### src/rtl/fifo_pkg.sv
// Shared definitions for the synchronous FIFO slice: default sizing,
// the address-width helper and the accepted-operation encoding.
package fifo_pkg;

  localparam int DEFAULT_DEPTH      = 8;
  localparam int DEFAULT_DATA_WIDTH = 8;

  // Operation actually accepted in a cycle, after full/empty qualification
  typedef enum logic [1:0] {
    OP_IDLE = 2'd0,
    OP_WR   = 2'd1,
    OP_RD   = 2'd2,
    OP_RW   = 2'd3
  } fifo_op_e;

  // Number of address bits needed to index a storage array of 'depth' words
  function automatic int addr_w(input int depth);
    return $clog2(depth);
  endfunction

endpackage

### src/rtl/fifo_mem.sv
// Simple dual-port storage for the FIFO: synchronous write port and a
// registered read port. Reset clears only the read data register; the
// array contents survive reset.
module fifo_mem #(
  parameter int DEPTH      = 8,
  parameter int DATA_WIDTH = 8,
  parameter int AW         = 3
) (
  input  logic                  clk,
  input  logic                  rst,
  input  logic                  wr_en,
  input  logic [AW-1:0]         wr_addr,
  input  logic [DATA_WIDTH-1:0] wr_data,
  input  logic                  rd_en,
  input  logic [AW-1:0]         rd_addr,
  output logic [DATA_WIDTH-1:0] rd_data
);

  logic [DATA_WIDTH-1:0] mem [DEPTH];

  // Write port: store the word at the write address when a write is accepted
  always_ff @(posedge clk) begin
    if (wr_en) begin
      mem[wr_addr] <= wr_data;
    end
  end

  // Read port: register the addressed word on an accepted read, hold otherwise
  always_ff @(posedge clk) begin
    if (rst) begin
      rd_data <= '0;
    end else if (rd_en) begin
      rd_data <= mem[rd_addr];
    end
  end

endmodule

### src/rtl/fifo_sync_buffer.sv
// Single-clock synchronous FIFO with registered read data, full/empty
// flags, occupancy count and sticky overflow/underflow flags.
// Optional almost_full/almost_empty outputs are enabled by defining
// the macro FIFO_ALMOST_FLAGS_EN.
module fifo_sync_buffer
  import fifo_pkg::*;
#(
  parameter int DEPTH      = DEFAULT_DEPTH,
  parameter int DATA_WIDTH = DEFAULT_DATA_WIDTH
`ifdef FIFO_ALMOST_FLAGS_EN
  ,
  parameter int AF_LEVEL   = DEPTH - 2,
  parameter int AE_LEVEL   = 1
`endif
) (
  input  logic                    clk,
  input  logic                    rst,
  input  logic                    wr_en,
  input  logic [DATA_WIDTH-1:0]   wr_data,
  input  logic                    rd_en,
  output logic [DATA_WIDTH-1:0]   rd_data,
  output logic                    full,
  output logic                    empty,
  output logic [$clog2(DEPTH):0]  count,
  output logic                    overflow,
  output logic                    underflow
`ifdef FIFO_ALMOST_FLAGS_EN
  ,
  output logic                    almost_full,
  output logic                    almost_empty
`endif
);

  localparam int AW = addr_w(DEPTH);
  localparam int PW = AW + 1;

  logic [PW-1:0] wr_ptr;
  logic [PW-1:0] rd_ptr;
  logic [AW-1:0] wr_addr;
  logic [AW-1:0] rd_addr;
  logic          wr_acc;
  logic          rd_acc;
  fifo_op_e      op;

  // The extra MSB on each pointer is a wrap bit: equal pointers mean empty,
  // equal addresses with differing wrap bits mean full.
  assign wr_addr = wr_ptr[AW-1:0];
  assign rd_addr = rd_ptr[AW-1:0];
  assign empty   = (wr_ptr == rd_ptr);
  assign full    = (wr_ptr[AW] != rd_ptr[AW]) && (wr_addr == rd_addr);
  assign count   = wr_ptr - rd_ptr;

  // A write into a full FIFO is still taken when a read frees a slot the same
  // cycle; reads never bypass, so a read of an empty FIFO is always refused.
  assign wr_acc  = wr_en && (!full || rd_en);
  assign rd_acc  = rd_en && !empty;

  // Classify the accepted operation for the pointer update
  always_comb begin
    op = OP_IDLE;
    case ({wr_acc, rd_acc})
      2'b10:   op = OP_WR;
      2'b01:   op = OP_RD;
      2'b11:   op = OP_RW;
      default: op = OP_IDLE;
    endcase
  end

  // Advance the pointers for each accepted operation
  always_ff @(posedge clk) begin
    if (rst) begin
      wr_ptr <= '0;
      rd_ptr <= '0;
    end else begin
      case (op)
        OP_WR: wr_ptr <= wr_ptr + PW'(1);
        OP_RD: rd_ptr <= rd_ptr + PW'(1);
        OP_RW: begin
          wr_ptr <= wr_ptr + PW'(1);
          rd_ptr <= rd_ptr + PW'(1);
        end
        default: begin
          wr_ptr <= wr_ptr;
          rd_ptr <= rd_ptr;
        end
      endcase
    end
  end

  // Sticky error flags, cleared only by reset
  always_ff @(posedge clk) begin
    if (rst) begin
      overflow  <= 1'b0;
      underflow <= 1'b0;
    end else begin
      if (wr_en && full && !rd_en) begin
        overflow <= 1'b1;
      end
      if (rd_en && empty) begin
        underflow <= 1'b1;
      end
    end
  end

  fifo_mem #(
    .DEPTH      (DEPTH),
    .DATA_WIDTH (DATA_WIDTH),
    .AW         (AW)
  ) u_mem (
    .clk     (clk),
    .rst     (rst),
    .wr_en   (wr_acc),
    .wr_addr (wr_addr),
    .wr_data (wr_data),
    .rd_en   (rd_acc),
    .rd_addr (rd_addr),
    .rd_data (rd_data)
  );

`ifdef FIFO_ALMOST_FLAGS_EN
  // Threshold flags follow the pointer-derived count
  assign almost_full  = (count >= PW'(AF_LEVEL));
  assign almost_empty = (count <= PW'(AE_LEVEL));
`endif

endmodule

### config.mk
export PLATFORM = sky130hd
export DESIGN_NAME = fifo_sync_buffer
export DESIGN_NICKNAME = d
export VERILOG_FILES = /design/src/rtl/fifo_pkg.sv /design/src/rtl/fifo_mem.sv /design/src/rtl/fifo_sync_buffer.sv
export SDC_FILE = /design/constraint.sdc
export NUM_CORES = 1
export LEC_CHECK = 0
export BUFFER_PORTS_ARGS = -buffer_cell sky130_fd_sc_hd__buf_2
export CORE_ASPECT_RATIO = 2
export CORE_MARGIN = 3
export CORE_UTILIZATION = 47
export CTS_CLUSTER_SIZE = 30
export DETAILED_ROUTE_END_ITERATION = 8
export GPL_TIMING_DRIVEN = 0
export PLACE_DENSITY = 0.68
export SYNTH_ARGS = -nofsm -noshare
export SYNTH_HDL_FRONTEND = slang
export SYNTH_SLANG_ARGS = --single-unit
export TNS_END_PERCENT = 20
### constraint.sdc
create_clock -name clk -period 3 [get_ports clk]
set_input_delay 0.15 -clock clk [delete_from_list [all_inputs] [get_ports clk]]
set_output_delay 0.15 -clock clk [all_outputs]
set_load 0.03 [all_outputs]
==> results of run 1 <==
logic make-up after synthesis:
kind of cell	after synthesis	synth area share
xor gates and xnor gates	10	0.02855
and+or+nand+nor	46	0.06312
muxes	25	0.1052
buffers and inverters	19	0.03155
AOI/OAI and AO/OA	28	0.06161
adders and majority gates	6	0.02479
DFF	82	0.6852
state kept, by name (all words and copies together) (netlist names):
signal	flops
u_mem.mem	64
u_mem.rd_data	8
rd_ptr	4
wr_ptr	4
overflow	1
underflow	1
report_power, final:
group          internal [mW]  switching [mW]  leakage [nW]  total, mW
registers               1.28          0.0332         0.729       1.32
clock network          0.559           0.382         0.120      0.941
logic                  0.185           0.358         0.486      0.543
worst register-to-register path, delay by kind of cell (launching register included):
kind / cells / cell delay (ns)
fa+ha+maj: 1 / 0.34
buf+inv: 4 / 0.70
flops: 1 / 0.40
simple gates: 4 / 1.07
metal layers:
layer	share of wire	up-vias
li1	-	910
met1	0.38	957
met2	0.55	52
met3	0.039	14
met4	0.035	0
met5	0	-
timing repair:
action	4_1_cts	5_1_grt
setup buffers	0	2
pin swaps	0	2
gates resized for setup	3	8
setup endpoints to repair	62	52
cells in the final DEF (no fill, tap or decap), drive strengths merged:
| master | instances |
|---|---|
| xor2 | 3 |
| o31ai | 1 |
| o211ai | 2 |
| clkinv | 1 |
| nand2 | 5 |
| nor3 | 11 |
| xnor2 | 7 |
| inv | 7 |
| ha | 5 |
| or2 | 1 |
| dfxtp | 18 |
| buf | 36 |
| nand3 | 2 |
| fa | 1 |
| a21oi | 4 |
| a31oi | 1 |
| and4b | 1 |
| nand4 | 1 |
| o21ai | 1 |
| nand2b | 1 |
| o22ai | 8 |
| o21a | 1 |
| edfxtp | 64 |
| nor4 | 2 |
| and3 | 1 |
| clkbuf | 20 |
| a211oi | 8 |
| a21o | 1 |
| nor2 | 21 |
| mux2i | 17 |
| o311ai | 1 |
| mux4 | 8 |
how the worst max path moves through the flow:
| stage | startpoint | endpoint | cells past startpoint |
|---|---|---|---|
| after floorplan | rd_ptr[1] | u_mem.mem[3][0] | 8 |
| after global placement | rd_ptr[1] | u_mem.mem[0][5] | 8 |
| after detailed placement | rd_ptr[1] | u_mem.mem[0][5] | 9 |
| after CTS | rd_ptr[1] | u_mem.mem[1][1] | 8 |
| after global routing | rd_ptr[2] | u_mem.mem[5][0] | 7 |
| final | rd_ptr[1] | u_mem.mem[5][1] | 9 |
area by class of cell:
class / instances / area [sq um]
sequential: 82 / 2282
clock buffer: 15 / 247.7
tap: 88 / 110.1
fill: 560 / 2780
timing repair buffer: 29 / 167.7
clock inverter: 1 / 3.754
inverter: 7 / 26.28
multi-input combinational: 115 / 1026
buffer: 12 / 82.58
through the flow:
| step | power [mW] | setup TNS [ns] |
|---|---|---|
| after detailed placement | 1.870 | -6.336 |
| final | 2.802 | 0 |
| after CTS | 2.808 | -4.751 |
| after global routing | 2.918 | -0.7730 |
| after global placement | 1.854 | -32.36 |
| after floorplan | 1.706 | 0 |
==> metrics.md, run 1 <==
| Metric | Value |
|---|---|
| Met2 Usage GRT | `0.3144` |
| Vias per std cell | `5.539` |
| R2R depth | `9` |
| Global-route wire length before repair | `10610 um` |
| Synth cell types | `35` |
| Synth area leader | `edfxtp_1` |
| Hold EP | `underflow` |
| Req. time, crit path | `2.96 ns` |
| TritonCTS clock tree | `yes` |
| Met1 usage | `0.2086` |
| Top delay family on crit path | `simple AND/OR/NAND/NOR gates` |
| Critical path's largest stage delay | `0.55 ns` |
| Worst Path Arrival | `2.83 ns` |
| Synth area leaders | `edfxtp_1, dfxtp_1, mux4_2, mux2i_1, nor2_1` |
| Core Area | `6726 sq um` |
| Final setup fails | `0` |
| Root Driver | `clkbuf_16` |
| Maximum clock rate | `0.3481 GHz` |
| Area growth from synthesis to layout | `18.48%` |
| Final GP Congestion | `0.7975` |
| Ys async rst share | `0` |
| Mapped Avg Cell Area | `15.42 sq um` |
| I/O Pins | `28` |
| WL per Instance | `19.60 um` |
| Ys Warns | `0` |
| Pre-CTS WS | `-0.1928 ns` |
| Fin worst setup slack | `0.1274 ns` |
| Vias in the first global route | `1925` |
| Starting Density | `0.4952` |
| Peak VDD IR | `0.5290 mV` |
| Reg2Reg Setup Slack | `0.13 ns` |
| Hpwl dp | `4528 um` |
| Hold Path Origin | `rd_en` |
| Outcome | `completed` |
| # hold bufs at CTS | `0` |
| Hold Crit Class | `in2reg` |
| Synth top cells by count | `edfxtp_1, nor2_1, dfxtp_1, mux2i_1, nor3_1` |
| Detailed Routing Iterations Pass 1 | `4` |
| Fin. max-slew vios | `0` |
| Post-layout instance area | `3946 sq um` |
| Post-route DRC | `0` |
| Worst Tran Pin Value | `0.7427 ns` |
| Clock tree buffer depth | `2` |
| Sequential area share after synthesis | `0.6852` |
| Final period util | `0.9575` |
| EDFF count, synth | `64` |
| Worst skew pair latency | `0.33 ns` |
| Pwr Density | `710.0 nW/um^2` |
| Syn nets | `234` |
| Htree depth | `3` |
| Slowest cell on crit path | `nor2_2` |
| RR Endpoint | `u_mem.mem[5][1]` |
| Initial antenna violation count | `0` |
| Synth Register Bits | `82` |
| Die ar. | `8194 sq um` |
| Post-synth top area share | `0.5770` |
| Skew final | `0.006886 ns` |
| Synth Instances | `216` |
| Placed cell count | `331` |
| Final nets | `274` |
| GRT Util Overall | `0.1841` |
| Reg-to-Reg Start | `rd_ptr[1]` |
| Hold path depth | `3` |
| Final Util | `0.5867` |
| Total CTS buffers | `9` |
| Routed via count | `1933` |
| CP max FO | `10` |
| Most Frequent Cell on Critical Path | `buf_6` |
| Iteration-0 DRC Markers | `72` |
| Mapped Area | `3331 sq um` |
| Wire length after detailed routing | `6839 um` |
| Worst Setup End Kind | `register` |
| Kind of critical path | `reg2reg` |
| Critical path cell sequence | `buf_6, buf_6, buf_6, inv_1, ha_1, and4b_1, nand2_1, nand3_1, nor2_2` |
| Overflow after GRT | `0` |
| Placed Area | `3608 sq um` |
| Largest net degree at the start of global routing | `13` |
| Die height | `125.1 um` |
| Total of max-cap violations | `0` |
| Grt met3 use | `0.04309` |
| Sink Count | `82` |
| Non-filler cells, final | `349` |
| Pleak | `1.334 nW` |
| Port Buf Inserts | `25` |
| Die Width | `65.53 um` |
| Antenna-violating nets left | `0` |
| Hold violation count in the final report | `0` |
| Primary FF master, synth | `edfxtp_1` |
| Slew HR | `0.5048` |
| Clock transition at path regs | `0.05 ns` |
| Critical Path Start Type | `register` |
| Hold slack | `0.09645 ns` |
| GR peak layer | `met2` |
| Share of cells above drive strength 1 | `0.2452` |
| Count leader, synth | `edfxtp_1` |
| FP Rows | `42` |
| Diode count | `0` |
| Final min period | `2.873 ns` |
| RSZ-0062 raised after global routing | `yes` |
| CP bufs+invs | `4` |
Power figures use the tool's default switching activity.
==> run 2, diff against run 1 <==
--- a/config.mk
+++ b/config.mk
@@ -12,7 +12,7 @@
 export CTS_CLUSTER_SIZE = 30
 export DETAILED_ROUTE_END_ITERATION = 8
 export GPL_TIMING_DRIVEN = 0
-export PLACE_DENSITY = 0.68
+export PLACE_DENSITY = 0.8
 export SYNTH_ARGS = -nofsm -noshare
 export SYNTH_HDL_FRONTEND = slang
 export SYNTH_SLANG_ARGS = --single-unit
==> run 2 against run 1 <==
Clock skew hardly changed. Sequential share of layout area down 0.11 points. Via count down 4.0%. Critical path depth stayed put. Setup slack improved by 0.043 ns. Global-route usage is 2.3 points lower. Count of clock-buffer cells in the layout decreased by 4. Sequential cell count stayed put. Routed wire length is 14% lower.
==> metrics.md, run 2 (synthesized netlist as in run 1, its figures left out) <==
| Metric | Value |
|---|---|
| Critical path cell sequence | `buf_6, buf_6, buf_4, inv_1, ha_1, and4b_1, nand2_1, nand3_1, nor2_2` |
| Final min period | `2.830 ns (-0.04298 ns)` |
| GRT Util Overall | `0.1613 (-0.02281)` |
| Vias in the first global route | `1896 (-1.5%)` |
| Clock Power Share | `0.384 (+0.048)` |
| Worst skew pair latency | `0.34 ns (about the same)` |
| Final setup fails | `0 (unchanged)` |
| Final GP Congestion | `0.8226 (+3.1%)` |
| Worst Setup End Kind | `register` |
| Hold slack | `0.08629 ns (-0.01016 ns)` |
| Met1 usage | `0.1829 (-0.02576)` |
| Commonest cells after routing, fill and taps aside | `edfxtp_1, buf_2, nor2_1, dfxtp_1, mux2i_1` |
| Starting Density | `0.4952 (unchanged)` |
| Worst Path Arrival | `2.81 ns (-0.02 ns)` |
| Maximum clock rate | `0.3534 GHz (+1.5%)` |
| Post-route DRC | `0 (unchanged)` |
| Fin worst setup slack | `0.1704 ns (+0.04298 ns)` |
| Routed via count | `1855 (-4.0%)` |
| I/O Pins | `28 (unchanged)` |
| Met2 Usage GRT | `0.2773 (-0.03706)` |
| Area growth from synthesis to layout | `18.71%` |
| Skew final | `0.006749 ns (-0.0001366 ns)` |
| Critical Path Start Type | `register` |
| Grt met3 use | `0.03950 (-0.003591)` |
| Antenna-violating nets left | `0 (unchanged)` |
| Kind of critical path | `reg2reg` |
| Share of total power in sequential cells | `0.443 (-0.027)` |
| # hold bufs at CTS | `0 (unchanged)` |
| Port Buf Inserts | `25 (unchanged)` |
| TritonCTS clock tree | `yes` |
| Sink Count | `82 (unchanged)` |
| Total CTS buffers | `9 (unchanged)` |
| Root Driver | `clkbuf_16` |
| Worst Tran Pin Value | `0.6052 ns (-0.1375 ns)` |
| Detailed Routing Iterations Pass 1 | `5 (+1)` |
| WL per Instance | `17.07 um (-13%)` |
| Wire length after detailed routing | `5907 um (-14%)` |
| Global-route wire length before repair | `9798 um (-7.6%)` |
| GR peak layer | `met2` |
| Largest net degree at the start of global routing | `14 (+1)` |
| Initial antenna violation count | `0 (unchanged)` |
| Int Pwr | `2.190 mW (+8.0%)` |
| Die height | `125.1 um (unchanged)` |
| Non-filler cells, final | `346 (-0.86%)` |
| Iteration-0 DRC Markers | `118 (+64%)` |
| Post-CTS setup buffer count | `0 (unchanged)` |
| Hpwl dp | `4265 um (-5.8%)` |
| Core Area | `6726 sq um (unchanged)` |
| FP Rows | `42 (unchanged)` |
| Req. time, crit path | `2.98 ns (+0.02 ns)` |
| Most Frequent Cell on Critical Path | `buf_6` |
| Placed Area | `3586 sq um (-0.62%)` |
| Registers with the most flip-flops | `u_mem.mem (64), u_mem.rd_data (8)` |
| Total of max-cap violations | `0 (unchanged)` |
| Slowest cell on crit path | `nor2_2` |
| Largest register FFs | `64 (unchanged)` |
| RSZ-0062 raised after global routing | `yes` |
| Htree depth | `3 (unchanged)` |
| Combinational Power Share | `0.173 (-0.021)` |
| Final period util | `0.9432 (-0.01433)` |
| Pwr Total | `2.967 mW (+5.9%)` |
| Biggest register | `u_mem.mem` |
| Pre-CTS WS | `-0.3500 ns (-0.1572 ns)` |
| CP max FO | `10 (unchanged)` |
| Peak VDD IR | `0.4864 mV (-8.0%)` |
| Hold violation count in the final report | `0 (unchanged)` |
| Commonest non-fill, non-tap cell in the layout | `edfxtp_1` |
| Diode count | `0 (unchanged)` |
| Die Width | `65.53 um (unchanged)` |
| Hold Crit Class | `in2reg` |
| Switching pwr | `0.7769 mW (+0.43%)` |
| Fin. max-slew vios | `0 (unchanged)` |
| Critical path's largest stage delay | `0.49 ns (-0.06 ns)` |
| Post-layout instance area | `3954 sq um (+0.19%)` |
| Overflow after GRT | `0 (unchanged)` |
| Outcome | `completed` |
| Final nets | `271 (-1.1%)` |
| Placed cell count | `330 (-0.30%)` |
| Pwr Density | `750.5 nW/um^2 (+5.7%)` |
| Pleak | `1.347 nW (+0.96%)` |
| Sw frac | `0.2618 (-0.01430)` |
| Slew HR | `0.5935 (+0.08865)` |
| Die ar. | `8194 sq um (unchanged)` |
| Vias per std cell | `5.361 (-3.2%)` |
| Fill count | `563 (+0.54%)` |
| Clock tree buffer depth | `2 (unchanged)` |
| Clock transition at path regs | `0.06 ns (about the same)` |
| Share of cells above drive strength 1 | `0.2558 (+0.01060)` |
-- run 2: changes by cell type in the layout (fill, tap and decap cells not counted), sizes merged --
cell | before | now
buf | 36 | 33
clkinv | 1 | 3
bufinv | 0 | 2
clkbuf | 20 | 16
-- run 2: final cells by class --
cell class / instances / area, sq um / share of cell area
clock buffers: 11 / 232.7 / 0.05886
repair buffers: 26 / 132.6 / 0.03354
multi-input cells: 115 / 1012 / 0.2560
well taps: 88 / 110.1 / 0.02785
plain buffers: 12 / 78.83 / 0.01994
flip-flops and latches: 82 / 2282 / 0.5772
clock inverters: 5 / 78.83 / 0.01994
inverters: 7 / 26.28 / 0.006646
-- run 2: routing by layer --
layer  part of all wire  up-vias
met2               0.57       31
met1               0.38      912
li1                   -      900
met5                  0        -
met4              0.024        0
met3              0.033       12
-- run 2: per-stage QoR --
stage | TNS, ns | utilization
3_5_place_dp | -7.880 | 0.5331
6_report | 0 | 0.5878
5_1_grt | -0.2077 | 0.5878
2_1_floorplan | 0 | -
4_1_cts | 0 | 0.5830
3_3_place_gp | -15.27 | 0.5301
-- run 2: critical path, delay by kind of cell (launching register included) --
family	cells	cell delay [ns]
buffers and inverters	4	0.70
AND/OR/NAND/NOR	4	1.01
flip-flops	1	0.41
adder cells (fa/ha/maj)	1	0.34
-- run 2: worst paths after layout --
path / startpoint / slack (ns) / cells after the start / endpoint
worst min-delay path: wr_data[5] / 0.09 / 1 / u_mem.mem[2][5]
worst min register to register: overflow / 0.47 / 2 / overflow
worst max-delay path: rd_ptr[1] / 0.17 / 9 / u_mem.mem[6][4]
worst max register to register: rd_ptr[1] / 0.17 / 9 / u_mem.mem[6][4]
-- run 2: repair_timing --
item                                   CTS  global route
pin swaps                                0             0
resized for setup                        4             7
endpoints found under the hold margin    0             0
cloned                                   0             0
setup endpoints to repair               32            57
-- run 2: power groups by stage --
stage | registers, mW | clock network, mW | logic (mW)
finish | 1.31 | 1.14 | 0.514
global route | 1.32 | 1.22 | 0.558
CTS | 1.31 | 1.15 | 0.512
detailed placement | 1.34 | 0 | 0.506
global placement | 1.33 | 0 | 0.493
floorplan | 1.39 | 0 | 0.319
